**config.mk**
```make
export PLATFORM = sky130hd
export DESIGN_NAME = wb_stage_reg_flat
export DESIGN_NICKNAME = d
export VERILOG_FILES = /design/src/rtl/wb_stage_reg_if.sv /design/src/rtl/wb_stage_reg.sv /design/src/flat_wrapper.sv
export SDC_FILE = /design/constraint.sdc
export NUM_CORES = 1
export LEC_CHECK = 0
export ABC_AREA = 1
export BUFFER_PORTS_ARGS = -buffer_cell sky130_fd_sc_hd__buf_2
export CORE_MARGIN = 5
export CORE_UTILIZATION = 39
export DETAILED_ROUTE_END_ITERATION = 16
export PLACE_DENSITY = 0.78
export SLEW_MARGIN = 20
export SYNTH_ARGS = -nofsm -noshare
export SYNTH_HDL_FRONTEND = slang
export SYNTH_SLANG_ARGS = --single-unit
```
**constraint.sdc**
```tcl
create_clock -name clk -period 1.2 [get_ports clk]
set_clock_uncertainty 0.05 [all_clocks]
set_input_delay 0.06 -clock clk [delete_from_list [all_inputs] [get_ports clk]]
set_output_delay 0.06 -clock clk [all_outputs]
set_load 0.005 [all_outputs]
```
**src/rtl/wb_stage_reg_if.sv**
```systemverilog
// MEM -> WB bus for the MEM/WB pipeline register: write-back candidates,
// load-align controls, and the register-file write port / forwarding tap.
interface wb_stage_reg_if #(
   parameter int XLEN = 32,
   parameter int RA_W = 5
);
   logic            in_valid;
   logic            stall;
   logic            flush;
   logic [1:0]      wd_sel;
   logic [XLEN-1:0] pc4;
   logic [XLEN-1:0] alu_c;
   logic [XLEN-1:0] dram_i;
   logic [XLEN-1:0] imm;
   logic [2:0]      ld_funct3;
   logic [1:0]      ld_addr_lo;
   logic [RA_W-1:0] rd_in;
   logic            we_in;

   logic            wb_valid;
   logic            rf_we;
   logic [RA_W-1:0] rf_wa;
   logic [XLEN-1:0] rf_wd;
   logic            fwd_hit_en;

   // The MEM stage drives the candidates; the WB register answers with the RF port.
   modport master (
      output in_valid, stall, flush, wd_sel, pc4, alu_c, dram_i, imm,
             ld_funct3, ld_addr_lo, rd_in, we_in,
      input  wb_valid, rf_we, rf_wa, rf_wd, fwd_hit_en
   );

   modport slave (
      input  in_valid, stall, flush, wd_sel, pc4, alu_c, dram_i, imm,
             ld_funct3, ld_addr_lo, rd_in, we_in,
      output wb_valid, rf_we, rf_wa, rf_wd, fwd_hit_en
   );
endinterface

```
**src/rtl/wb_stage_reg.sv**
```systemverilog
// MEM/WB pipeline register with write-back source select, stall/flush and x0 suppression.
// Define WB_LOAD_ALIGN_EN to align and extend sub-word loads here instead of upstream.
module wb_stage_reg #(
   parameter int XLEN = 32,
   parameter int RA_W = 5
) (
   input  logic          clk,
   input  logic          rst,
   wb_stage_reg_if.slave bus
);

   typedef enum logic [1:0] {
      SEL_PC4  = 2'b00,
      SEL_ALU  = 2'b01,
      SEL_DRAM = 2'b10,
      SEL_IMM  = 2'b11
   } wd_sel_e;

   typedef enum logic [2:0] {
      LD_LB  = 3'b000,
      LD_LH  = 3'b001,
      LD_LW  = 3'b010,
      LD_LBU = 3'b100,
      LD_LHU = 3'b101
   } ld_funct3_e;

   logic [XLEN-1:0] w_loadData;
   logic [XLEN-1:0] w_selData;
   logic            w_writeEn;

   logic            r_wbValid;
   logic            r_rfWe;
   logic [RA_W-1:0] r_rfWa;
   logic [XLEN-1:0] r_rfWd;

`ifdef WB_LOAD_ALIGN_EN
   logic [7:0]  w_ldByte;
   logic [15:0] w_ldHalf;
   logic [31:0] w_ldWord;

   // Byte lane picked by the low address bits; halfword lane by bit 1 only,
   // since misaligned halfwords never reach this stage.
   always_comb begin
      w_ldWord = bus.dram_i[31:0];
      w_ldHalf = bus.ld_addr_lo[1] ? w_ldWord[31:16] : w_ldWord[15:0];
      unique case (bus.ld_addr_lo)
         2'd0:    w_ldByte = w_ldWord[7:0];
         2'd1:    w_ldByte = w_ldWord[15:8];
         2'd2:    w_ldByte = w_ldWord[23:16];
         default: w_ldByte = w_ldWord[31:24];
      endcase
   end

   always_comb begin
      w_loadData = bus.dram_i;
      case (ld_funct3_e'(bus.ld_funct3))
         LD_LB:   w_loadData = XLEN'($signed(w_ldByte));
         LD_LBU:  w_loadData = XLEN'(w_ldByte);
         LD_LH:   w_loadData = XLEN'($signed(w_ldHalf));
         LD_LHU:  w_loadData = XLEN'(w_ldHalf);
         LD_LW:   w_loadData = XLEN'($signed(w_ldWord));
         default: w_loadData = bus.dram_i;
      endcase
   end
`else
   logic w_unusedLd;

   assign w_unusedLd = ^{bus.ld_funct3, bus.ld_addr_lo};
   assign w_loadData = bus.dram_i;
`endif

   always_comb begin
      w_selData = bus.alu_c;
      case (wd_sel_e'(bus.wd_sel))
         SEL_PC4:  w_selData = bus.pc4;
         SEL_ALU:  w_selData = bus.alu_c;
         SEL_DRAM: w_selData = w_loadData;
         SEL_IMM:  w_selData = bus.imm;
         default:  w_selData = bus.alu_c;
      endcase
   end

   // Writes to x0 are dropped here so the register file never needs to filter them.
   assign w_writeEn = bus.in_valid & bus.we_in & (bus.rd_in != '0);

   // Priority: reset, then flush (bubble, even while stalled), then stall (hold).
   always_ff @(posedge clk) begin
      if (rst) begin
         r_wbValid <= 1'b0;
         r_rfWe    <= 1'b0;
         r_rfWa    <= '0;
         r_rfWd    <= '0;
      end else if (bus.flush) begin
         r_wbValid <= 1'b0;
         r_rfWe    <= 1'b0;
         r_rfWa    <= bus.rd_in;
         r_rfWd    <= w_selData;
      end else if (!bus.stall) begin
         r_wbValid <= bus.in_valid;
         r_rfWe    <= w_writeEn;
         r_rfWa    <= bus.rd_in;
         r_rfWd    <= w_selData;
      end
   end

   assign bus.wb_valid   = r_wbValid;
   assign bus.rf_we      = r_rfWe;
   assign bus.rf_wa      = r_rfWa;
   assign bus.rf_wd      = r_rfWd;
   assign bus.fwd_hit_en = r_rfWe;

endmodule

```
**src/flat_wrapper.sv**
```systemverilog
// flat-port wrapper written by rule: the top's interface ports become plain ports
module wb_stage_reg_flat 
#(
   parameter int XLEN = 32,
   parameter int RA_W = 5
)
  (clk, rst, bus_in_valid, bus_stall, bus_flush, bus_wd_sel, bus_pc4, bus_alu_c, bus_dram_i, bus_imm, bus_ld_funct3, bus_ld_addr_lo, bus_rd_in, bus_we_in, bus_wb_valid, bus_rf_we, bus_rf_wa, bus_rf_wd, bus_fwd_hit_en);
  wb_stage_reg_if #(.XLEN(XLEN), .RA_W(RA_W)) bus_i ();
  input  logic clk;
  input  logic rst;
  input wire logic [$bits(bus_i.in_valid)-1:0] bus_in_valid;
  input wire logic [$bits(bus_i.stall)-1:0] bus_stall;
  input wire logic [$bits(bus_i.flush)-1:0] bus_flush;
  input wire logic [$bits(bus_i.wd_sel)-1:0] bus_wd_sel;
  input wire logic [$bits(bus_i.pc4)-1:0] bus_pc4;
  input wire logic [$bits(bus_i.alu_c)-1:0] bus_alu_c;
  input wire logic [$bits(bus_i.dram_i)-1:0] bus_dram_i;
  input wire logic [$bits(bus_i.imm)-1:0] bus_imm;
  input wire logic [$bits(bus_i.ld_funct3)-1:0] bus_ld_funct3;
  input wire logic [$bits(bus_i.ld_addr_lo)-1:0] bus_ld_addr_lo;
  input wire logic [$bits(bus_i.rd_in)-1:0] bus_rd_in;
  input wire logic [$bits(bus_i.we_in)-1:0] bus_we_in;
  output wire logic [$bits(bus_i.wb_valid)-1:0] bus_wb_valid;
  output wire logic [$bits(bus_i.rf_we)-1:0] bus_rf_we;
  output wire logic [$bits(bus_i.rf_wa)-1:0] bus_rf_wa;
  output wire logic [$bits(bus_i.rf_wd)-1:0] bus_rf_wd;
  output wire logic [$bits(bus_i.fwd_hit_en)-1:0] bus_fwd_hit_en;
  assign bus_i.in_valid = bus_in_valid;
  assign bus_i.stall = bus_stall;
  assign bus_i.flush = bus_flush;
  assign bus_i.wd_sel = bus_wd_sel;
  assign bus_i.pc4 = bus_pc4;
  assign bus_i.alu_c = bus_alu_c;
  assign bus_i.dram_i = bus_dram_i;
  assign bus_i.imm = bus_imm;
  assign bus_i.ld_funct3 = bus_ld_funct3;
  assign bus_i.ld_addr_lo = bus_ld_addr_lo;
  assign bus_i.rd_in = bus_rd_in;
  assign bus_i.we_in = bus_we_in;
  assign bus_wb_valid = bus_i.wb_valid;
  assign bus_rf_we = bus_i.rf_we;
  assign bus_rf_wa = bus_i.rf_wa;
  assign bus_rf_wd = bus_i.rf_wd;
  assign bus_fwd_hit_en = bus_i.fwd_hit_en;
  wb_stage_reg #(.XLEN(XLEN), .RA_W(RA_W)) u_core (.clk(clk), .rst(rst), .bus(bus_i));
endmodule
```
-- Word level (Yosys, flattened, before mapping)
Index checks and enable logic that the tools add are counted.
- equality and inequality tests: 4
- muxes and demuxes: 5
- bitwise gates (word level): 2
- reduce and logical (&&, ||, !) cells: 3
- operators by type and width (operator ; count):
    case mux 32 bit (4 select lines) ; 1
    two-way mux 32 bit ; 2
    two-way mux 5 bit ; 2
    nonzero test 5 bit ; 1
    equality test 2 bit (second input constant) ; 2
    bitwise AND 1 bit ; 2
    equality test 2 x 1 -> 1 bit (second input constant) ; 1
    logical NOT 2 bit ; 1
    inequality test 2 x 1 -> 1 bit (second input constant) ; 1
    OR reduction 2 bit ; 1
- flip-flop bits (word level): 39
- input bits: 146
- output and inout bits: 40
- logic and storage cells: 18

-- Logic depth before layout (Yosys ltp)
- depth in word-level cells: 4
- depth in mapped cells: 9
- gate-level depth less buffers: 7

-- Least setup slack after synthesis
Ideal clock, no wire load.
- kind: input -> register
- start: input port bus_wd_sel[1]
- end: register u_core.r_rfWd[0] (netlist: u_core.bus.rf_wd[0])
- setup time: 0.117 ns
- data arrival time: 0.856 ns
- data required time: 1.033 ns
- slack: 0.177 ns
- stages on the path: 8
- path buffers: 2
- cells stage by stage: buf_4 > nand2_1 > clkinv_1 > buf_2 > nand2_1 > nand3_1 > nor2_1 > nor2_1
- cells in the longest elaborated chain, start to end: 4
- elaborated cells on any way between the ends: 7
- those cells by class: eq/ne (3); mux (3); reduce/logical (1)
- ends and longest elaborated chain (element ; RTL line ; source):
    start: declaration ; flat_wrapper.sv:14 ; input wire logic [$bits(bus_i.wd_sel)-1:0] bus_wd_sel;
    equality test 2 bit (tied with other cells) ; wb_stage_reg.sv:74 ; case (wd_sel_e'(bus.wd_sel))
    case mux 32 bit (4 select lines) (*) ; wb_stage_reg.sv:74 ;
    two-way mux 32 bit ; wb_stage_reg.sv:98 ; end else if (!bus.stall) begin
    two-way mux 32 bit (*) ; wb_stage_reg.sv:93 ; end else if (bus.flush) begin
    end signal: assignment ; wb_stage_reg.sv:97 ; r_rfWd <= w_selData;
    end signal: assignment ; wb_stage_reg.sv:102 ; r_rfWd <= w_selData;
    end: declaration ; wb_stage_reg.sv:34 ; logic [XLEN-1:0] r_rfWd;
Mark *: on every way between the ends. The rest lies on a longest branch, timed or not. The select of a mux whose other input is x is not followed.
A chain may end at the register's enable or synchronous reset.

-- Worst setup path after layout
- start: input port bus_flush
- end: register u_core.r_rfWe (netlist: u_core.bus.fwd_hit_en)
- cells in the longest elaborated chain, start to end: 1
- ends and longest elaborated chain (element ; RTL line ; source):
    start: declaration ; flat_wrapper.sv:13 ; input wire logic [$bits(bus_i.flush)-1:0] bus_flush;
    OR reduction 2 bit (no line) ; n/a ;
    end signal: assignment ; wb_stage_reg.sv:100 ; r_rfWe <= w_writeEn;
    end: declaration ; wb_stage_reg.sv:32 ; logic r_rfWe;
Every way passes these cells.

==> summary.txt <==
Layout area overhead: 51.1%
largest fanout on the critical path: 2
Worst Setup SP: bus_flush
Die X: 86.2 um
most common cell in the netlist: nand2_1
CP arrival: 1120 ps
# DRC: 0
vias in the first global route: 2898
Die Ht: 86.2 um
Starting Density: 40.6%
Cells after Synth: 391
PwrDens: 914 nW/um^2
pin count of the biggest net entering global routing: 39
Startpoint Class: input port
Hold WC Path Type: input port to flip-flop
CP required: 1360 ps
ANT cells: 0
synthesized area per cell: 5.79 sq um
Final Cell Area: 3420 sq um
Max Fclk: 1.04 GHz
first-pass GRT wire length: 12100 um
synth unique cells: 15
period utilization: 80.1%
unrepaired setup endpoints after global routing: false
Total Routing Usage GR: 19.8%
Reg clk slew, reported paths: 70 ps
via count: 3051
worst setup margin: 239 ps
Num CTS Buffers: 5
critical path class: input port to flip-flop
Period minus WS final: 961 ps
I/O Pins: 186
Skew-Pair Late Insertion Delay: 270 ps
initial antenna violation count: 0
Final nets: 722
Worst Tran Pin Value: 475 ps
peak supply drop: 0.000455 V
floorplan row count: 27
Final setup viols: 0
hpwl dp: 5990 um
Synth Cell Area: 2260 sq um
commonest cells in the netlist: nand2_1, nor2_1, dfxtp_1
Pins Over Slew Limit: 0
Synth Register Bits: 39
area leader, netlist: dfxtp_1
final hold viol count: 0
Placed Area: 3280 sq um
clock sink count: 39
RR Startpoint: u_core.bus.rf_wa[3]$_SDFFE_PP0P_
H-Tree Depth: 2
number of synthesized flops with an enable pin: 0
synthesized net count: 537
CTS tree: yes
Total Wirelength: 7730 um
MaxCap Viol Count: 0
status: finished, final reports clean
LEAKAGE: 1.97 nW
die area: 7420 sq um
sequential fraction of the synthesis area: 34.5%
CORE AREA: 5570 sq um
routability congestion estimate from global placement: 0.885
pre-CTS setup slack: -26.9 ps
fraction of layout cells with a size suffix above 1: 36.6%
post-route antenna net violation count: 0
HP Start: bus_rd_in[4]
clk root buf: clkbuf_8
synth warn: 0
clock tree buffer depth: 2
Main synth FF type: dfxtp_1
Critical Path End Type: flip-flop
Avg Vias per Cell: 4.70
Remaining Overflow, GRT: 0
Slew headroom: 68.3%
drt wl/cell: 11.9 um
Fillers: 567
drt pass-1 iters: 5
synth top area cells: dfxtp_1, nand2_1, nor2_1
IO Port Bufs: 180
DRT iter0 DRCs: 109
Synth top area share: 34.5%
WHS: 16.7 ps
ys async rst share: 0%
==> worst paths after layout <==
path / cells after the start / slack [ps] / end
max: 4 / 240 / u_core.bus.fwd_hit_en$_SDFFE_PP0N_
max reg2reg: 2 / 510 / u_core.bus.rf_wa[3]$_SDFFE_PP0P_
min: 3 / 20 / u_core.bus.rf_wa[4]$_SDFFE_PP0P_
min reg2reg: 2 / 410 / u_core.bus.wb_valid$_SDFFE_PP0N_
==> power breakdown <==
group / switching (mW) / total [mW] / internal [mW]
Clock: 0.409 / 0.816 / 0.407
Sequential: 0.0455 / 1.45 / 1.40
Combinational: 0.427 / 0.860 / 0.432
==> layout by cell type (no fill, tap or decap) <==
master           n
buf_2          180
nand2_1        161
nor2_1          61
dfxtp_1         39
o21ai_0         37
nand3_1         37
inv_1           11
a21oi_1         10
buf_4           10
or2_2            6
dlygate4sd3_1    6
clkbuf_8         5
inv_2            4
buf_12           3
nor2_2           2
clkbuf_1         2
clkinv_1         1
nand4_1          1
clkinv_2         1
==> layer usage <==
layer,routed length (um),vias to the layer above,track usage [%]
met5,0,-,0
met2,3880,125,37.1
li1,-,1594,-
met1,2940,1318,20.5
met3,786,14,6.44
met4,125,0,6.33
==> kinds of logic (layout without fill, tap and decap cells) <==
family / after synthesis / count (layout) / share of synthesized area [%]
and+or+nand+nor: 268 / 268 / 47.5
DFF: 39 / 39 / 34.5
buffers and inverters: 37 / 223 / 7.58
AOI/OAI and AO/OA: 47 / 47 / 10.4
==> area by class of cell <==
cell class,count,area (sq um),area share [%]
Clock buffer,7,76.3,2.23
Clock inverter,1,5.00,0.146
Inverter,16,60.1,1.76
Multi-Input combinational cell,315,1310,38.3
Sequential cell,39,781,22.8
Tap cell,72,90.1,2.64
Timing Repair Buffer,199,1100,32.1
==> critical path, stage by stage <==
cell and delay (ps):
buf_2 110, dlygate4sd3_1 540, or2_2 290, a21oi_1 120
==> per-stage QoR <==
stage	TNS (ps)	cells	power, mW	utilization (%)
global placement	0	635	2.31	58.8
global route	0	649	3.36	61.3
CTS	0	648	3.17	61.1
floorplan	0	391	1.88	-
detailed placement	-174	635	2.32	58.8
finish	0	649	3.12	61.3
==> flip-flops by register name (all words and copies together) (netlist names) <==
signal                 flops
u_core.bus.rf_wa           5
u_core.bus.rf_wd          32
u_core.bus.fwd_hit_en      1
u_core.bus.wb_valid        1
==> timing repair <==
item | 4_1_cts | 5_1_grt
gates resized for setup | 0 | 0
hold endpoints to repair | 5 | 1
endpoints found under the setup margin | 0 | 0
hold buffers | 5 | 1
buffers inserted | 0 | 0
Power figures use the tool's default switching activity.
